[src/rtl/parity_seq_ctrl.sv]
// Purpose: sequences one nibble-wide masked-parity stage across a NIBBLES-nibble word, LSB nibble first.
// Latency: word accepted at edge k gives out_valid after edge k+NIBBLES; one word per NIBBLES+2 cycles at best.
// Backpressure: in_ready only in IDLE (no overlap); result held stable in DONE until out_valid & out_ready.
//
// Ports:
//   clk, rst_n              clock, asynchronous active-low reset
//   in_valid/in_ready       input word handshake; in_data = word, in_en = per-bit parity enable
//   out_valid/out_ready     result handshake; out_dp = {parity, captured (unmasked) data}
//   busy                    high while a word is in flight (RUN or DONE)
// Build option: define PARITY_SEQ_ODD_EN for odd parity (accumulator seeds to 1 on acceptance).
module parity_seq_ctrl #(
    parameter int NIBBLES = 4
) (
    input  logic                   clk,
    input  logic                   rst_n,
    input  logic                   in_valid,
    output logic                   in_ready,
    input  logic [4*NIBBLES-1:0]   in_data,
    input  logic [4*NIBBLES-1:0]   in_en,
    output logic                   out_valid,
    input  logic                   out_ready,
    output logic [4*NIBBLES:0]     out_dp,
    output logic                   busy
);

    localparam int W  = 4 * NIBBLES;
    localparam int IW = (NIBBLES > 1) ? $clog2(NIBBLES) : 1;
    localparam logic [IW-1:0] LAST_IDX = IW'(NIBBLES - 1);

`ifdef PARITY_SEQ_ODD_EN
    localparam logic ACC_INIT = 1'b1;
`else
    localparam logic ACC_INIT = 1'b0;
`endif

    typedef enum logic [1:0] {
        IDLE = 2'd0,
        RUN  = 2'd1,
        DONE = 2'd2
    } state_t;

    state_t          state;
    logic [W-1:0]    data_q;
    logic [W-1:0]    en_q;
    logic            acc;
    logic [IW-1:0]   idx;

    logic [W-1:0]    masked_sh;
    logic            nib_par;

    // The single shared parity stage: select nibble idx of the masked word.
    always_comb begin
        masked_sh = (data_q & en_q) >> {idx, 2'b00};
        nib_par   = ^masked_sh[3:0];
    end

    always_ff @(posedge clk or negedge rst_n) begin
        if (!rst_n) begin
            state  <= IDLE;
            data_q <= '0;
            en_q   <= '0;
            acc    <= 1'b0;
            idx    <= '0;
            out_dp <= '0;
        end else begin
            case (state)
                IDLE: begin
                    if (in_valid) begin
                        data_q <= in_data;
                        en_q   <= in_en;
                        acc    <= ACC_INIT;
                        idx    <= '0;
                        state  <= RUN;
                    end
                end
                RUN: begin
                    acc <= acc ^ nib_par;
                    if (idx == LAST_IDX) begin
                        // Fold in the final nibble directly so the result is ready on DONE entry.
                        out_dp <= {acc ^ nib_par, data_q};
                        state  <= DONE;
                    end else begin
                        idx <= idx + 1'b1;
                    end
                end
                DONE: begin
                    if (out_ready) begin
                        state <= IDLE;
                    end
                end
                default: state <= IDLE;
            endcase
        end
    end

    // Handshake/status outputs are pure decodes of the state register.
    assign in_ready  = (state == IDLE);
    assign out_valid = (state == DONE);
    assign busy      = (state != IDLE);

endmodule

[config.mk]
export PLATFORM = sky130hd
export DESIGN_NAME = parity_seq_ctrl
export DESIGN_NICKNAME = d
export VERILOG_FILES = /design/src/rtl/parity_seq_ctrl.sv
export SDC_FILE = /design/constraint.sdc
export NUM_CORES = 1
export LEC_CHECK = 0
export ABC_CLOCK_PERIOD_IN_PS = 1640
export CAP_MARGIN = 20
export CORE_UTILIZATION = 56
export DETAILED_ROUTE_END_ITERATION = 7
export DONT_BUFFER_PORTS = 1
export PLACE_DENSITY = 0.78
export SLEW_MARGIN = 10
export SYNTH_ARGS = -nofsm -noshare
export SYNTH_HDL_FRONTEND = slang
export SYNTH_SLANG_ARGS = --single-unit
export TNS_END_PERCENT = 5
[constraint.sdc]
create_clock -name clk -period 1.64 [get_ports clk]
set_clock_uncertainty 0.1 [all_clocks]
set_input_delay 0.328 -clock clk [delete_from_list [all_inputs] [get_ports clk]]
set_output_delay 0.328 -clock clk [all_outputs]
set_load 0.005 [all_outputs]
==> impl_metrics.env <==
export IMPL_start_util_pct=60.5
export IMPL_syn_area_per_cell_um2=14.1
export IMPL_synth_most_common_cell="dfrtp_1"
export IMPL_end_kind="register"
export IMPL_syn_nets=199
export IMPL_vdd_drop_max_uv=1170
export IMPL_worstPathMaxFanout=4
export IMPL_hpwlAfterDp_um=3030
export IMPL_regArea_mm2=0.00135
export IMPL_vias_per_cell=5.73
export IMPL_final_hold_viol_count=54
export IMPL_cts_max_level=2
export IMPL_yosys_top_cells_count="54 x dfrtp_1, 38 x mux2_2, 12 x nand2_1"
export IMPL_nNetsFinal=215
export IMPL_drive_gt1_share_pct=36.9
export IMPL_grt_overflow_total=0
export IMPL_io_buffers=0
export IMPL_utilization_pct=68.6
export IMPL_period_minus_slack_ns=1.75
export IMPL_hold_ws_ns=-0.391
export IMPL_rows=22
export IMPL_antenna_found_initial=0
export IMPL_antenna_cells=0
export IMPL_drtPass1Iterations=4
export IMPL_clkTransAtPathRegs_ns=0.09
export IMPL_antenna_left=0
export IMPL_placed_cells=218
export IMPL_wl_per_cell_um=17.9
export IMPL_grt_pass1_wl_um=6640
export IMPL_path_class="reg -> reg"
export IMPL_slew_viol_final=0
export IMPL_drc=0
export IMPL_pin_count=56
export IMPL_synth_seq_area_share_pct=59.2
export IMPL_r2r_start="idx[1]"
export IMPL_grt_max_degree=55
export IMPL_first_global_vias=1421
export IMPL_yosysWarnings=0
export IMPL_power_density_mw_per_mm2=2170
export IMPL_cap_violations=0
export IMPL_critPathArrivalTime_ns=1.84
export IMPL_worstMarginPinSlew_ns=0.296
export IMPL_cts_root_buffer="clkbuf_8"
export IMPL_dieWidth_um=65.8
export IMPL_cts_path_max_buffers=2
export IMPL_die_h_um=65.8
export IMPL_status="complete, but fails checks"
export IMPL_synth_ff_type="dfrtp_1"
export IMPL_synth_top_area_share_pct=59.2
export IMPL_area_growth_syn_to_layout_pct=13.4
export IMPL_p_total_mw=5.62
export IMPL_finalSetupViolCount=2
export IMPL_required_ns=1.73
export IMPL_dp_slack_ns=-0.118
export IMPL_rrSetupSlack_ns=-0.11
export IMPL_via_count=1301
export IMPL_multi_input_area_um2=858
export IMPL_cts_num_sinks=54
export IMPL_yosys_area_top_type="dfrtp_1"
export IMPL_routed_wl_um=4060
export IMPL_fill_cells=264
export IMPL_synth_cells=162
export IMPL_synth_edff_count=0
export IMPL_tritoncts="yes"
export IMPL_worstSetupStartpointType="register"
export IMPL_violations="hold timing, setup timing"
export IMPL_finalWorstSetupSlack_ns=-0.110
export IMPL_rsz0062_at_grt="true"
export IMPL_clk_latency_ns=0.30
export IMPL_synth_distinct_cells=25
export IMPL_ys_ff_latch=54
export IMPL_fp_dieArea_mm2=0.00433
export IMPL_numCtsBuffers=5
export IMPL_stdcell_count=227
export IMPL_hold_path_class="in -> async"
export IMPL_p_leak_nw=1.14
export IMPL_max_freq_mhz=571
export IMPL_coreArea_mm2=0.00377
export IMPL_timing_slew_headroom_pct=80.2
export IMPL_drt_iter0_drc=70
export IMPL_track_usage_pct=21.4
export IMPL_fin_crit_sh_pct=107
export IMPL_ys_top_cells_by_area="dfrtp_1 59%, mux2_2 19%, mux2_1 5.4%, nand2_1 2.0%, o21ai_0 1.5%"
export IMPL_rr_endpoint="acc"
export IMPL_netlist_area_mm2=0.00228
export IMPL_async_flop_share_pct=100
export IMPL_finalWeightedCongestion=0.757
export IMPL_r2r_cells=5
==> final cells by class <==
class                      instances  share of cell area, %
multi-input combinational         97                   33.2
clock buffer                       6                   3.19
inverter                           3                  0.435
sequential                        54                   52.2
tap                               48                   2.32
timing repair buffer              17                   6.38
clock inverter                     2                   2.32
==> metal layers <==
| layer | up-vias | track usage (%) | share of wire, % |
|---|---|---|---|
| li1 | 593 | - | - |
| met1 | 664 | 24.2 | 39 |
| met2 | 37 | 38.3 | 54 |
| met3 | 7 | 5.52 | 5.5 |
| met4 | 0 | 8.15 | 1.6 |
| met5 | - | 0 | 0 |
==> sequential cells by signal, indices dropped and copies added, names as in the netlist <==
signal and count:
out_dp 17, acc 1, en_q 16, idx 2
data_q 16, state 2
==> kinds of logic after synthesis <==
group | Yosys count | synth area share [%]
multiplexers | 52 | 26.0
XOR/XNOR | 5 | 2.25
buffers and inverters | 11 | 3.29
flip-flops | 54 | 59.2
adder cells (fa/ha/maj) | 1 | 0.548
AO/OA/AOI/OAI | 14 | 3.78
AND/OR/NAND/NOR | 25 | 4.88
==> power breakdown <==
| part | internal, mW | switching, mW |
|---|---|---|
| combinational | 1.26 | 0.836 |
| sequential | 2.02 | 0.451 |
| clock | 0.650 | 0.409 |
==> critical path: stages, from the launching register on <==
cell     delay (ns)
dfrtp_1        0.41
mux4_2         0.55
xnor2_2        0.15
xnor2_1        0.19
xnor2_1        0.17
o21ai_1        0.08
==> placed cells by master, fill, tap and decap left out, drive strengths merged, types with 3 or more instances in the layout <==
cell | synthesis | final
nand3 | 6 | 6
xnor2 | 5 | 5
o21ai | 9 | 9
a22o | 3 | 3
mux2 | 49 | 49
nor2 | 3 | 3
inv | 3 | 3
clkbuf | 1 | 6
dfrtp | 54 | 54
buf | 7 | 17
nand2 | 12 | 12
==> through the flow <==
stage / cell area, um2 / setup TNS (ns)
after floorplan: 2280 / -1.51
after global placement: 2440 / -0.0738
after detailed placement: 2440 / -0.224
after CTS: 2590 / -0.217
after global routing: 2590 / -0.553
final: 2590 / -0.206
==> worst max path at each step <==
stage	from	endpoint	slack (ns)	depth (start not counted)
final	idx[1]	acc	-0.11	5
after global routing	idx[1]	acc	-0.18	5
after CTS	idx[1]	acc	-0.11	5
after detailed placement	idx[1]	acc	-0.12	5
after global placement	idx[1]	out_dp[16]	-0.04	5
after floorplan	state[0]	en_q[10]	-0.05	5
==> repair_timing <==
item	CTS	global route
resized for setup	1	0
setup endpoints to repair	6	8
hold endpoints to repair	54	54
setup buffers	1	0
Note: power is estimated with default switching activity, not from simulation.
